==> src/rtl/gamepad_pmod_rx.sv <==
// Gamepad Pmod serial receiver for 1..4 chained pads with frame-length check,
// event pulses and link watchdog. Optional auto-repeat: GAMEPAD_AUTOREPEAT_EN.
module gamepad_pmod_rx #(
  parameter int unsigned N_PADS         = 2,
  parameter int unsigned TIMEOUT_CYCLES = 2500000,
  parameter int unsigned REPEAT_DELAY   = 16,
  parameter int unsigned REPEAT_PERIOD  = 4
) (
  input  logic                  clk,
  input  logic                  rst_n,
  input  logic                  pmod_data,
  input  logic                  pmod_clk,
  input  logic                  pmod_latch,
  output logic [12*N_PADS-1:0]  buttons,
  output logic [N_PADS-1:0]     present,
  output logic [12*N_PADS-1:0]  press_evt,
  output logic [12*N_PADS-1:0]  release_evt,
  output logic                  frame_valid,
  output logic                  frame_err,
  output logic                  link_timeout
);
  localparam int unsigned W   = 12 * N_PADS;
  localparam int unsigned WDW = (TIMEOUT_CYCLES > 1) ? $clog2(TIMEOUT_CYCLES) : 1;
  localparam logic [WDW-1:0] WD_LAST = WDW'((TIMEOUT_CYCLES > 0) ? TIMEOUT_CYCLES - 1 : 0);

  if (N_PADS < 1 || N_PADS > 4 || REPEAT_DELAY < 1 || REPEAT_PERIOD < 1 ||
      REPEAT_DELAY + REPEAT_PERIOD > 31) begin : g_cfg_check
    $error("gamepad_pmod_rx: unsupported parameter set");
  end

  logic [1:0]     data_s_q, clk_s_q, latch_s_q;
  logic           clk_prev_q, latch_prev_q;
  logic [W-1:0]   shift_q, data_q;
  logic [5:0]     cnt_q;
  logic [WDW-1:0] wd_q;
  logic           wd_fired_q;
  logic           acc_q, err_q, to_q;
  logic [W-1:0]   buttons_q, press_q, release_q;
  logic [N_PADS-1:0] present_q;
  logic           fv_q, fe_q, lto_q;

  logic           clk_edge, latch_edge, len_ok, accept, reject, timeout;
  logic [W-1:0]   shift_sh, dec_btn, rpt;
  logic [5:0]     cnt_sh;
  logic [N_PADS-1:0] dec_pres;

  assign clk_edge   = clk_s_q[1] & ~clk_prev_q;
  assign latch_edge = latch_s_q[1] & ~latch_prev_q;

  // A clock edge coinciding with the latch is shifted and counted before the frame is judged.
  always_comb begin
    shift_sh = clk_edge ? {shift_q[W-2:0], data_s_q[1]} : shift_q;
    cnt_sh   = (clk_edge && cnt_q != 6'd63) ? cnt_q + 6'd1 : cnt_q;
    len_ok   = 1'b0;
    for (int unsigned k = 1; k <= N_PADS; k++) begin
      if (cnt_sh == 6'(12 * k)) len_ok = 1'b1;
    end
    accept  = latch_edge & len_ok;
    reject  = latch_edge & ~len_ok;
    timeout = (TIMEOUT_CYCLES != 0) && !accept && !wd_fired_q && (wd_q == WD_LAST);
  end

  always_comb begin
    dec_btn  = '0;
    dec_pres = '0;
    for (int unsigned k = 0; k < N_PADS; k++) begin
      if (data_q[12*k +: 12] != 12'hFFF) begin
        dec_pres[k]        = 1'b1;
        dec_btn[12*k +: 12] = data_q[12*k +: 12];
      end
    end
  end

`ifdef GAMEPAD_AUTOREPEAT_EN
  localparam logic [4:0] RPT_FIRST = 5'(REPEAT_DELAY);
  localparam logic [4:0] RPT_WRAP  = 5'(REPEAT_DELAY + REPEAT_PERIOD);
  logic [W-1:0][4:0] hold_q, hold_d;
  logic [4:0]        nxt;

  always_comb begin
    hold_d = hold_q;
    rpt    = '0;
    nxt    = '0;
    for (int unsigned i = 0; i < W; i++) begin
      if (!dec_btn[i]) begin
        hold_d[i] = '0;
      end else if (acc_q) begin
        nxt = hold_q[i] + 5'd1;
        // Folding back to the first-repeat count makes later repeats land every period.
        if (nxt == RPT_WRAP) nxt = RPT_FIRST;
        hold_d[i] = nxt;
        rpt[i]    = (nxt == RPT_FIRST) && buttons_q[i];
      end
    end
  end

  always_ff @(posedge clk) begin
    if (!rst_n) hold_q <= '0;
    else        hold_q <= hold_d;
  end
`else
  assign rpt = '0;
`endif

  always_ff @(posedge clk) begin
    if (!rst_n) begin
      data_s_q     <= '0;
      clk_s_q      <= '0;
      latch_s_q    <= '0;
      clk_prev_q   <= 1'b0;
      latch_prev_q <= 1'b0;
      shift_q      <= '1;
      data_q       <= '1;
      cnt_q        <= '0;
      wd_q         <= '0;
      wd_fired_q   <= 1'b0;
      acc_q        <= 1'b0;
      err_q        <= 1'b0;
      to_q         <= 1'b0;
      buttons_q    <= '0;
      present_q    <= '0;
      press_q      <= '0;
      release_q    <= '0;
      fv_q         <= 1'b0;
      fe_q         <= 1'b0;
      lto_q        <= 1'b0;
    end else begin
      data_s_q     <= {data_s_q[0], pmod_data};
      clk_s_q      <= {clk_s_q[0], pmod_clk};
      latch_s_q    <= {latch_s_q[0], pmod_latch};
      clk_prev_q   <= clk_s_q[1];
      latch_prev_q <= latch_s_q[1];

      if (latch_edge) begin
        shift_q <= '1;
        cnt_q   <= '0;
      end else begin
        shift_q <= shift_sh;
        cnt_q   <= cnt_sh;
      end

      if (accept)       data_q <= shift_sh;
      else if (timeout) data_q <= '1;

      if (accept) begin
        wd_q       <= '0;
        wd_fired_q <= 1'b0;
      end else if (timeout) begin
        wd_fired_q <= 1'b1;
      end else if (TIMEOUT_CYCLES != 0 && wd_q != WD_LAST) begin
        wd_q <= wd_q + 1'b1;
      end

      acc_q <= accept;
      err_q <= reject;
      to_q  <= timeout;

      buttons_q <= dec_btn;
      present_q <= dec_pres;
      press_q   <= (dec_btn & ~buttons_q) | rpt;
      release_q <= ~dec_btn & buttons_q;
      fv_q      <= acc_q;
      fe_q      <= err_q;
      lto_q     <= to_q;
    end
  end

  assign buttons      = buttons_q;
  assign present      = present_q;
  assign press_evt    = press_q;
  assign release_evt  = release_q;
  assign frame_valid  = fv_q;
  assign frame_err    = fe_q;
  assign link_timeout = lto_q;

endmodule
==> config.mk <==
export PLATFORM = sky130hd
export DESIGN_NAME = gamepad_pmod_rx
export DESIGN_NICKNAME = d
export VERILOG_FILES = /design/src/rtl/gamepad_pmod_rx.sv
export SDC_FILE = /design/constraint.sdc
export NUM_CORES = 1
export LEC_CHECK = 0
export ABC_CLOCK_PERIOD_IN_PS = 4550
export CORE_MARGIN = 10
export CORE_UTILIZATION = 58
export CTS_CLUSTER_SIZE = 8
export DETAILED_ROUTE_END_ITERATION = 6
export HOLD_SLACK_MARGIN = 0.1
export PLACE_DENSITY_LB_ADDON = 0.25
export SLEW_MARGIN = 20
export SYNTH_ARGS = -nofsm -noshare
export SYNTH_HDL_FRONTEND = slang
export SYNTH_SLANG_ARGS = --single-unit
==> constraint.sdc <==
create_clock -name clk -period 4.55 [get_ports clk]
set_input_delay 0.91 -clock clk [delete_from_list [all_inputs] [get_ports clk]]
set_output_delay 0.91 -clock clk [all_outputs]
set_load 0.01 [all_outputs]
==> Yosys cells after proc, flatten, opt, wreduce, memory -nomap -nowiden <==
Cells that the tools add are included.
{ "totals": {"out_inout_bits": 77, "register_bits": 165, "word_cells": 61, "in_bits": 5} }
{ "op_classes": {"n_reduce_logical": 9, "n_eq_ne": 7, "bitwise": 13, "mux": 10, "addsub": 2} }
{ "ops": {"columns": ["operator", "n"], "rows": [
  ["two-way mux 24 bit", 3],
  ["AND 24 bit", 2],
  ["NOT 24 bit", 2],
  ["two-way mux 12 bit", 2],
  ["inequality test 12 bit (second input constant)", 2],
  ["adder 22 x 1 -> 22 bit (second input constant)", 1],
  ["equality test 22 bit (second input constant)", 1],
  ["inequality test 22 bit (second input constant)", 1],
  ["adder 6 x 1 -> 6 bit (second input constant)", 1],
  ["equality test 6 x 4 -> 1 bit (second input constant)", 1],
  ["equality test 6 x 5 -> 1 bit (second input constant)", 1],
  ["two-way mux 6 bit", 1],
  ["inequality test 6 bit (second input constant)", 1],
  ["NOT 1 bit", 5],
  ["AND 1 bit", 4],
  ["two-way mux 1 bit", 4],
  ["OR reduction 2 bit", 2],
  ["logical AND 1 bit", 3],
  ["zero test 1 bit", 2],
  ["AND reduction 2 bit", 1],
  ["nonzero test 2 bit", 1]
]} }

==> Logic depth before layout (Yosys ltp) <==
Gate-level depths: netlist of the first run.
{ "depth": {"word_depth": 13, "depth_mapped": 8, "depth_no_buf": 6} }

==> Least setup slack after synthesis of the first run <==
OpenSTA, ideal clock, no wires.
{ "synth_timing": {"kind": "register -> register", "start": "register cnt_q[0]", "end": "register data_q[10]", "setup_time_ps": 120, "path_slack_ps": 2090, "n_path_buf": 2, "t_arrival_ps": 2340, "required_ps": 4430, "synth_period_minus_slack_ps": 2460, "stages_incl_launch_ff": 9, "path_cell_list": "dfxtp_1 > ha_1 > nand2_2 > or4_1 > a31o_1 > or4_1 > buf_4 > buf_6 > mux2i_1"} }
{ "synth_via": {"elab_chain_len": 11, "word_cells_on_any_way": 14, "cone_classes": "1 x add/sub; 3 x eq/ne; 4 x mux; 1 x bitwise; 5 x reduce/logical"} }
{ "synth_rtl": {"columns": ["element", "line", "source"], "rows": [
  ["from (decl)", "34", "logic [5:0] cnt_q;"],
  ["from (signal assigned)", "139", "cnt_q <= cnt_sh;"],
  ["parallel branches: the longest is 2 deep, another holds adder 6 x 1 -> 6 bit", null, null],
  ["two-way mux 6 bit *", "53", "cnt_sh = (clk_edge && cnt_q != 6'd63) ? cnt_q + 6'd1 : cnt_q;"],
  ["equality test 6 x 4 -> 1 bit", "56", "if (cnt_sh == 6'(12 * k)) len_ok = 1'b1;"],
  ["two-way mux 1 bit", "56", null],
  ["two-way mux 1 bit *", "56", null],
  ["AND 1 bit *", "58", "accept = latch_edge & len_ok;"],
  ["zero test 1 bit", "60", "timeout = (TIMEOUT_CYCLES != 0) && !accept && !wd_fired_q && (wd_q == WD_LAST);"],
  ["logical AND 1 bit (2 in a row)", "60", null],
  ["nonzero test 2 bit (no line)", null, null],
  ["to (signal assigned)", "142", "if (accept) data_q <= shift_sh;"],
  ["to (decl)", "33", "logic [W-1:0] shift_q, data_q;"]
]} }
Every way passes the cells marked *.
A chain may end at the register's enable or synchronous reset.

==> Final worst setup path of the first run <==
{ "layout_timing": {"start": "register cnt_q[0]", "end": "register data_q[4]"} }
The elaborated chain is that of the path after synthesis.

==> flow_metrics.env, run 1 <==
export IMPL_rsz0062_at_grt="false"
export IMPL_finalSetupViolCount=0
export IMPL_die_y_um=120
export IMPL_drc=0
export IMPL_ios=82
export IMPL_grt_pass1_vias=4273
export IMPL_die_w_um=120
export IMPL_cts_inserted_buffers=17
export IMPL_vias=4123
export IMPL_grt_max_degree=56
export IMPL_cts_resized=0
export IMPL_port_buffers=81
export IMPL_p_int_w=0.00226
export IMPL_hp_class="flip-flop to flip-flop"
export IMPL_syn_area_per_cell_um2=9.96
export IMPL_status="finished clean"
export IMPL_grt_ovfl_total=0
export IMPL_clk_latency_ns=0.52
export IMPL_r2r_slack_ns=1.87
export IMPL_drt_iter0_drc=230
export IMPL_final_cell_mix="dfxtp_1 (165), clkdlybuf4s50_1 (80), nand2_1 (61), nor2_1 (61), mux2i_1 (49)"
export IMPL_wirelength_um=11500
export IMPL_wl_per_cell_um=14.4
export IMPL_netlist_area_um2=5750
export IMPL_globalplace_congestion=0.858
export IMPL_clockRootBuffer="clkbuf_8"
export IMPL_synthesis_nets=584
export IMPL_switching_power_w=0.000632
export IMPL_cts_tree="yes"
export IMPL_netlist_instances=577
export IMPL_dp_hpwl_um=7840
export IMPL_crit_path_top_delay_cell="or4_1"
export IMPL_worst_setup_path_end_kind="flip-flop"
export IMPL_power_density_nw_per_um2=401
export IMPL_layout_cells_non_filler=797
export IMPL_dr_pass1_iters=5
export IMPL_dpl_instance_area_um2=6640
export IMPL_yosysSeqAreaShare_pct=57.5
export IMPL_crit_required_ns=4.94
export IMPL_nets=659
export IMPL_cts_max_level=4
export IMPL_diodes=0
export IMPL_pwr_share_clk_pct=48.0
export IMPL_antenna_left=0
export IMPL_setup_tns_ns=0
export IMPL_path_class="flip-flop to flip-flop"
export IMPL_r2r_end="data_q[4]"
export IMPL_clk_pin_slew_ns=0.07
export IMPL_holdBufCountCts=0
export IMPL_fin_skew_ns=0.0102
export IMPL_crit_path_cell_trace="ha_1, nand2_2, or4_1, a31o_1, or4_1, buf_4, mux2i_1"
export IMPL_cpPeakStageDelay_ns=0.50
export IMPL_cts_setup_buffers=0
export IMPL_worst_pin_slew_ns=1.09
export IMPL_slew_headroom_pct=27.4
export IMPL_cp_common_cell="or4_1"
export IMPL_grt_pass1_wl_um=20000
export IMPL_yosysUniqueCellTypes=38
export IMPL_cap_violations=0
export IMPL_combPwrFrac_pct=1.8
export IMPL_holdPathStages=1
export IMPL_ys_ff_latch=165
export IMPL_coreArea_um2=9730
export IMPL_hold_violations=0
export IMPL_swShare_pct=21.8
export IMPL_arrival_ns=3.06
export IMPL_power_w=0.00289
export IMPL_slew_violations=0
export IMPL_leakage_nw=3.01
export IMPL_seq_power_share_pct=50.3
export IMPL_synthToLayoutAreaGrowth_pct=25.5
export IMPL_min_period_over_period_pct=58.8
export IMPL_drive_gt1_share_pct=6.02
export IMPL_initial_utilization_pct=59.1
export IMPL_min_to="data_s_q[1]"
export IMPL_avgViaCountPerCell=5.17
export IMPL_die_area_um2=14300
export IMPL_ff2ff_path_depth=7
export IMPL_r2r_start="cnt_q[0]"
export IMPL_worstHoldStart="data_s_q[0]"
export IMPL_dp_cells=766
export IMPL_final_common_cell="dfxtp_1"
export IMPL_crit_fanout=25
export IMPL_achievable_frequency_mhz=374
export IMPL_start_kind="flip-flop"
export IMPL_yosysWarnings=0
export IMPL_track_usage_pct=16.6
export IMPL_finalCriticalPeriod_ns=2.68
export IMPL_ir_drop_v=0.000281
export IMPL_clk_path_buf_depth=2
export IMPL_antenna_found_initial=0
export IMPL_std_cell_rows=36
export IMPL_cts_sinks=165
export IMPL_postLayoutCellArea_um2=7220
cells by family after synthesis:
family                     after synthesis  synth area share [%]
AOI/OAI and AO/OA                       40                  4.07
buffers and inverters                   34                  2.57
xor gates and xnor gates                23                  3.50
and+or+nand+nor                        264                  23.4
DFF                                    165                  57.5
adders and majority gates                2                 0.435
muxes                                   49                  8.53
power groups by stage:
stage                     Sequential, W  Clock (W)  Combinational (W)
final                           0.00146    0.00139          0.0000508
after global routing            0.00146    0.00147          0.0000572
after CTS                       0.00146    0.00141          0.0000514
after detailed placement        0.00149          0          0.0000505
after global placement          0.00149          0          0.0000486
after floorplan                 0.00149          0          0.0000385
worst max-delay path, delay by kind of cell, from the launching register on:
family / cells / cell delay [ns]
simple gates: 3 / 1.10
buf+inv: 1 / 0.27
compound gates: 1 / 0.25
flops: 1 / 0.42
fa+ha+maj: 1 / 0.31
mux: 1 / 0.17
synthesized netlist by cell type (all sizes together):
library cell | instances | area share, %
a211oi | 1 | 0.13
a21oi | 28 | 2.4
a31o | 1 | 0.15
and2 | 38 | 4.1
and3 | 26 | 2.8
and4 | 2 | 0.30
buf | 4 | 0.61
clkbuf | 25 | 1.6
dfxtp | 165 | 57
ha | 2 | 0.44
inv | 5 | 0.33
mux2i | 49 | 8.5
nand2 | 62 | 4.1
nand2b | 2 | 0.22
nand3 | 10 | 0.87
nand3b | 1 | 0.13
nand4 | 13 | 1.4
nor2 | 61 | 4.0
nor2b | 26 | 2.8
nor3 | 8 | 0.70
nor3b | 1 | 0.13
nor4 | 4 | 0.44
nor4b | 2 | 0.30
nor4bb | 2 | 0.35
o2111ai | 2 | 0.30
o21a | 1 | 0.13
o21ai | 4 | 0.35
o221ai | 1 | 0.15
o31ai | 1 | 0.13
o41ai | 1 | 0.28
or3 | 3 | 0.33
or4 | 3 | 0.39
xnor2 | 8 | 1.2
xor2 | 15 | 2.3
per-stage QoR:
step / util [%] / setup WS (ns) / hold WS (ns)
3_5_place_dp: 68.2 / 1.92 / 0.423
2_1_floorplan: - / 2.09 / 0.412
3_3_place_gp: 68.2 / 2.01 / 0.416
4_1_cts: 74.2 / 1.89 / 0.438
6_report: 74.2 / 1.87 / 0.435
5_1_grt: 74.2 / 1.76 / 0.451
area by class of cell:
class | instances | area [µm²]
clock inverters | 14 | 165
flip-flops and latches | 165 | 3300
fillers | 670 | 2510
multi-input cells | 378 | 2310
well taps | 133 | 166
inverters | 5 | 18.8
repair buffers | 85 | 836
clock buffers | 17 | 414
flip-flops by register name, indices dropped and copies added, names as in the netlist, 2 cells and up:
| register | flops |
|---|---|
| clk_s_q | 2 |
| release_evt | 24 |
| data_q | 24 |
| wd_q | 22 |
| shift_q | 24 |
| present | 2 |
| buttons | 24 |
| latch_s_q | 2 |
| cnt_q | 6 |
| press_evt | 24 |
| data_s_q | 2 |
worst max path at each step:
stage	startpoint	endpoint	slack (ns)	cells after the start
6_report	cnt_q[0]	data_q[4]	1.87	7
5_1_grt	cnt_q[0]	data_q[19]	1.76	7
4_1_cts	cnt_q[0]	data_q[9]	1.89	7
3_5_place_dp	cnt_q[0]	data_q[14]	1.92	7
3_3_place_gp	rst_n	to_q	2.01	5
2_1_floorplan	cnt_q[0]	data_q[10]	2.09	8
routing by layer:
layer	GRT usage [%]	share of wire (%)	vias up
met5	0	0	-
met4	5.51	1.3	0
met3	5.49	4.8	12
met2	28.3	50	94
met1	19.2	44	1925
li1	-	-	2092
No activity file was read; power rests on OpenSTA's default activity.
==> run 2, diff against run 1 <==
--- a/config.mk
+++ b/config.mk
@@ -5,9 +5,9 @@
 export SDC_FILE = /design/constraint.sdc
 export NUM_CORES = 1
 export LEC_CHECK = 0
-export ABC_CLOCK_PERIOD_IN_PS = 4550
+export ABC_CLOCK_PERIOD_IN_PS = 2600
 export CORE_MARGIN = 10
-export CORE_UTILIZATION = 58
+export CORE_UTILIZATION = 54
 export CTS_CLUSTER_SIZE = 8
 export DETAILED_ROUTE_END_ITERATION = 6
 export HOLD_SLACK_MARGIN = 0.1
==> constraint.sdc (replaced) <==
create_clock -name clk -period 2.6 [get_ports clk]
set_input_delay 0.52 -clock clk [delete_from_list [all_inputs] [get_ports clk]]
set_output_delay 0.52 -clock clk [all_outputs]
set_load 0.01 [all_outputs]
==> flow_metrics.env, run 2 (same netlist as run 1, synthesis figures left out) <==
export IMPL_status="finished clean"
export IMPL_cts_inserted_buffers=17
export IMPL_use_met2_pct=25.2
export IMPL_die_y_um=123
export IMPL_hold_violations=0
export IMPL_crit_fanout=25
export IMPL_finalSetupViolCount=0
export IMPL_min_period_over_period_pct=95.0
export IMPL_leakage_nw=3.06
export IMPL_vias=4081
export IMPL_drt_iter0_drc=255
export IMPL_grtUsageMet1_pct=17.2
export IMPL_path_class="flip-flop to flip-flop"
export IMPL_diodes=0
export IMPL_nets=663
export IMPL_setup_worst_path_end="data_q[18]"
export IMPL_track_usage_pct=14.9
export IMPL_hp_class="input pin to flip-flop"
export IMPL_grt_max_degree=55
export IMPL_slew_headroom_pct=48.0
export IMPL_cts_sinks=165
export IMPL_coreArea_um2=10400
export IMPL_arrival_ns=2.86
export IMPL_r2r_end="data_q[18]"
export IMPL_globalplace_congestion=0.790
export IMPL_ios=82
export IMPL_holdBufCountCts=0
export IMPL_ff2ff_path_depth=7
export IMPL_rsz0062_at_grt="false"
export IMPL_clk_path_buf_depth=2
export IMPL_cts_max_level=4
export IMPL_finalCriticalPeriod_ns=2.47
export IMPL_ff_latch_area_um2=3300
export IMPL_antenna_found_initial=0
export IMPL_final_common_cell="dfxtp_1"
export IMPL_grt_pass1_vias=3976
export IMPL_r2r_slack_ns=0.13
export IMPL_multiInputGateArea_um2=2320
export IMPL_cap_violations=0
export IMPL_grt_pass1_wl_um=18500
export IMPL_grt_ovfl_total=0
export IMPL_die_w_um=123
export IMPL_ir_drop_v=0.000430
export IMPL_drive_gt1_share_pct=6.73
export IMPL_dpl_instance_area_um2=6690
export IMPL_crit_start="cnt_q[1]"
export IMPL_clk_pin_slew_ns=0.06
export IMPL_wl_per_cell_um=13.8
export IMPL_port_buffers=81
export IMPL_die_area_um2=15200
export IMPL_dp_hpwl_um=7580
export IMPL_cts_tree="yes"
export IMPL_fin_skew_ns=0.0112
export IMPL_synthToLayoutAreaGrowth_pct=27.2
export IMPL_r2r_start="cnt_q[1]"
export IMPL_dr_pass1_iters=4
export IMPL_crit_required_ns=2.99
export IMPL_power_density_nw_per_um2=720
export IMPL_final_cell_mix="dfxtp_1 (164), clkdlybuf4s50_1 (80), nand2_1 (61), nor2_1 (61), mux2i_1 (48)"
export IMPL_wirelength_um=11100
export IMPL_setup_tns_ns=0
export IMPL_antenna_left=0
export IMPL_achievable_frequency_mhz=405
export IMPL_slew_violations=0
export IMPL_met3_usage_pct=5.20
export IMPL_worst_setup_path_end_kind="flip-flop"
export IMPL_initial_utilization_pct=55.4
export IMPL_drc=0
export IMPL_worst_pin_slew_ns=0.780
export IMPL_std_cell_rows=37
export IMPL_postLayoutCellArea_um2=7320
export IMPL_clockRootBuffer="clkbuf_8"
export IMPL_clk_latency_ns=0.52
export IMPL_fillers=791
export IMPL_grt_busiest_layer="met2"
export IMPL_start_kind="flip-flop"
export IMPL_avgViaCountPerCell=5.07
-- run 2: cell count changes in the layout (fill, tap and decap cells not counted), moves of 2 or more --
| cell | previous run | this run |
|---|---|---|
| clkinv_2 | 1 | 4 |
| clkbuf_1 | 0 | 2 |
| clkinvlp_4 | 3 | 1 |
| bufinv_16 | 2 | 5 |
| inv_6 | 4 | 1 |
| inv_8 | 3 | 0 |
| buf_4 | 4 | 7 |
-- run 2: through the flow --
| step | worst slack (ns) | std cells | utilization (%) | hold WS, ns | power, W |
|---|---|---|---|---|---|
| 2_1_floorplan | 0.140 | 577 | - | 0.412 | 0.00267 |
| 5_1_grt | 0.0185 | 805 | 70.5 | 0.294 | 0.00544 |
| 3_3_place_gp | 0.202 | 773 | 64.5 | 0.415 | 0.00269 |
| 3_5_place_dp | 0.133 | 773 | 64.5 | 0.420 | 0.00270 |
| 6_report | 0.130 | 805 | 70.5 | 0.297 | 0.00526 |
| 4_1_cts | 0.0812 | 805 | 70.5 | 0.284 | 0.00530 |
-- run 2: layout make-up --
type                    instances  share of cell area [%]
inverters                       5                   0.257
flip-flops and latches        165                    45.2
clock inverters                13                    2.79
repair buffers                 89                    12.0
multi-input cells             378                    31.7
well taps                     136                    2.33
clock buffers                  19                    5.76
-- run 2: critical path: stages, from the launching register on --
cell and delay, ns:
dfxtp_1 0.39, ha_1 0.21, nand2_2 0.08, or4_1 0.47, a31o_1 0.25, or4_1 0.56, buf_12 0.20, mux2i_2 0.17
-- run 2: how the worst min path moves through the flow --
stage	startpoint	end	slack, ns	cells past startpoint
3_5_place_dp	data_s_q[0]	data_s_q[1]	0.42	1
6_report	rst_n	latch_s_q[0]	0.30	2
3_3_place_gp	data_s_q[0]	data_s_q[1]	0.41	1
4_1_cts	rst_n	latch_s_q[0]	0.28	2
2_1_floorplan	clk_s_q[0]	clk_s_q[1]	0.41	1
5_1_grt	rst_n	clk_s_q[0]	0.29	2
-- run 2: what timing repair did --
action / 4_1_cts / 5_1_grt
setup buffers: 0 / 0
endpoints found under the hold margin: 0 / 0
setup endpoints to repair: 0 / 3
resized for setup: 0 / 2
-- run 2: routing by layer --
metal / vias up / share of wire [%]
met5: - / 0
met4: 0 / 0.89
met3: 10 / 6.5
met2: 78 / 49
met1: 1898 / 43
li1: 2095 / -
-- run 2: where the power goes --
part / internal, W / switching (W) / total [W]
sequential: 0.00254 / 0.00000879 / 0.00255
combinational: 0.0000310 / 0.0000599 / 0.0000908
clock: 0.00166 / 0.000970 / 0.00263
total: 0.00423 / 0.00104 / 0.00526
==> run 3, diff against run 2 <==
--- a/config.mk
+++ b/config.mk
@@ -12,6 +12,7 @@
 export DETAILED_ROUTE_END_ITERATION = 6
 export HOLD_SLACK_MARGIN = 0.1
 export PLACE_DENSITY_LB_ADDON = 0.25
+export RECOVER_POWER = 25
 export SLEW_MARGIN = 20
 export SYNTH_ARGS = -nofsm -noshare
 export SYNTH_HDL_FRONTEND = slang
==> flow_metrics.env, run 3 (same netlist as run 1, synthesis figures left out) <==
export IMPL_seq_power_share_pct=48.4
export IMPL_grt_ovfl_total=0
export IMPL_grt_busiest_layer="met2"
export IMPL_vias=4088
export IMPL_cts_resized=0
export IMPL_arrival_ns=2.87
export IMPL_leakage_nw=3.04
export IMPL_drive_gt1_share_pct=6.28
export IMPL_cts_inserted_buffers=17
export IMPL_grtUsageMet1_pct=17.2
export IMPL_grt_max_degree=55
export IMPL_status="finished with violations"
export IMPL_clk_latency_ns=0.52
export IMPL_dp_hpwl_um=7580
export IMPL_cts_sinks=165
export IMPL_crit_required_ns=3.00
export IMPL_antenna_found_initial=0
export IMPL_hp_class="input pin to flip-flop"
export IMPL_combPwrFrac_pct=1.7
export IMPL_crit_fanout=25
export IMPL_cts_tree="yes"
export IMPL_std_cell_rows=37
export IMPL_start_kind="flip-flop"
export IMPL_ir_drop_v=0.000433
export IMPL_worst_pin_slew_ns=1.81
export IMPL_ios=82
export IMPL_globalplace_congestion=0.790
export IMPL_nets=663
export IMPL_finalCriticalPeriod_ns=2.47
export IMPL_diodes=0
export IMPL_grt_pass1_wl_um=18500
export IMPL_hold_violations=0
export IMPL_violations="max-capacitance violations, max-slew violations"
export IMPL_use_met2_pct=25.2
export IMPL_drc=0
export IMPL_clk_path_buf_depth=2
export IMPL_p_int_w=0.00422
export IMPL_cap_violations=1
export IMPL_finalSetupViolCount=0
export IMPL_wirelength_um=11100
export IMPL_pwr_share_clk_pct=49.9
export IMPL_power_density_nw_per_um2=721
export IMPL_final_cell_mix="dfxtp_1 (164), clkdlybuf4s50_1 (79), nand2_1 (61), nor2_1 (61), mux2i_1 (48)"
export IMPL_achievable_frequency_mhz=405
export IMPL_clockRootBuffer="clkbuf_8"
export IMPL_antenna_left=0
export IMPL_fin_skew_ns=0.0152
export IMPL_holdBufCountCts=0
export IMPL_dr_pass1_iters=4
export IMPL_port_buffers=81
export IMPL_slew_headroom_pct=-20.4
export IMPL_drt_iter0_drc=253
export IMPL_slew_violations=55
export IMPL_path_class="flip-flop to flip-flop"
export IMPL_timing_hold_ws_ns=0.345
export IMPL_swShare_pct=19.8
export IMPL_cts_max_level=4
export IMPL_wl_per_cell_um=13.8
export IMPL_min_period_over_period_pct=95.1
export IMPL_setup_tns_ns=0
export IMPL_cts_setup_buffers=0
export IMPL_avgViaCountPerCell=5.08
export IMPL_clk_pin_slew_ns=0.06
export IMPL_die_area_um2=15200
export IMPL_rsz0062_at_grt="false"
export IMPL_die_y_um=123
export IMPL_met3_usage_pct=5.20
export IMPL_track_usage_pct=14.9
export IMPL_grt_pass1_vias=3976
export IMPL_die_w_um=123
export IMPL_switching_power_w=0.00104
export IMPL_synthToLayoutAreaGrowth_pct=27.1
export IMPL_coreArea_um2=10400
export IMPL_initial_utilization_pct=55.4
export IMPL_final_common_cell="dfxtp_1"
export IMPL_power_w=0.00527
export IMPL_worst_setup_path_end_kind="flip-flop"
run 3: cell types whose count changed in the layout (fill, tap and decap cells not counted), sizes merged:
cell / previous run / this run
clkdlybuf4s50: 80 / 79
dlygate4sd3: 0 / 1
clkbuf: 19 / 22
buf: 9 / 6
run 3: worst paths after layout:
check	end	from	slack (ns)	cells after the start
worst max register to register	data_q[18]	cnt_q[1]	0.13	7
worst max-delay path	data_q[18]	cnt_q[1]	0.13	7
worst min-delay path	link_timeout	rst_n	0.35	2
worst min register to register	data_s_q[1]	data_s_q[0]	0.42	1
run 3: final cells by class:
class / instances / area (µm²)
clock buffers: 19 / 422
inverters: 5 / 18.8
fillers: 792 / 3060
clock inverters: 13 / 204
repair buffers: 89 / 870
flip-flops and latches: 165 / 3300
well taps: 136 / 170
multi-input cells: 378 / 2320
run 3: critical path, cell delays in order, from the launching register on:
cell and delay, ns:
dfxtp_1 0.39, ha_1 0.21, nand2_2 0.08, or4_1 0.47, a31o_1 0.25, or4_1 0.56
buf_12 0.20, mux2i_2 0.17
run 3: per-stage QoR:
step	cell area [µm²]	utilization (%)	std cells	worst slack (ns)
final	7310	70.5	805	0.128
after global routing	7310	70.5	805	0.0185
after CTS	7310	70.5	805	0.0812
after detailed placement	6690	64.5	773	0.133
after global placement	6690	64.5	773	0.202
after floorplan	5750	-	577	0.140
run 3: power by group through the flow:
stage / Clock [W] / Sequential [W] / Combinational (W)
4_1_cts: 0.00266 / 0.00255 / 0.0000917
3_5_place_dp: 0 / 0.00260 / 0.0000914
6_report: 0.00263 / 0.00255 / 0.0000891
2_1_floorplan: 0 / 0.00260 / 0.0000674
5_1_grt: 0.00279 / 0.00255 / 0.000100
3_3_place_gp: 0 / 0.00260 / 0.0000883
run 3: routing by layer:
metal  share of wire, %  vias up  wire [µm]
li1                   -     2092          -
met1                 44     1910       4870
met2                 49       78       5470
met3                6.4        8        712
met4               0.75        0         84
met5                  0        -          0
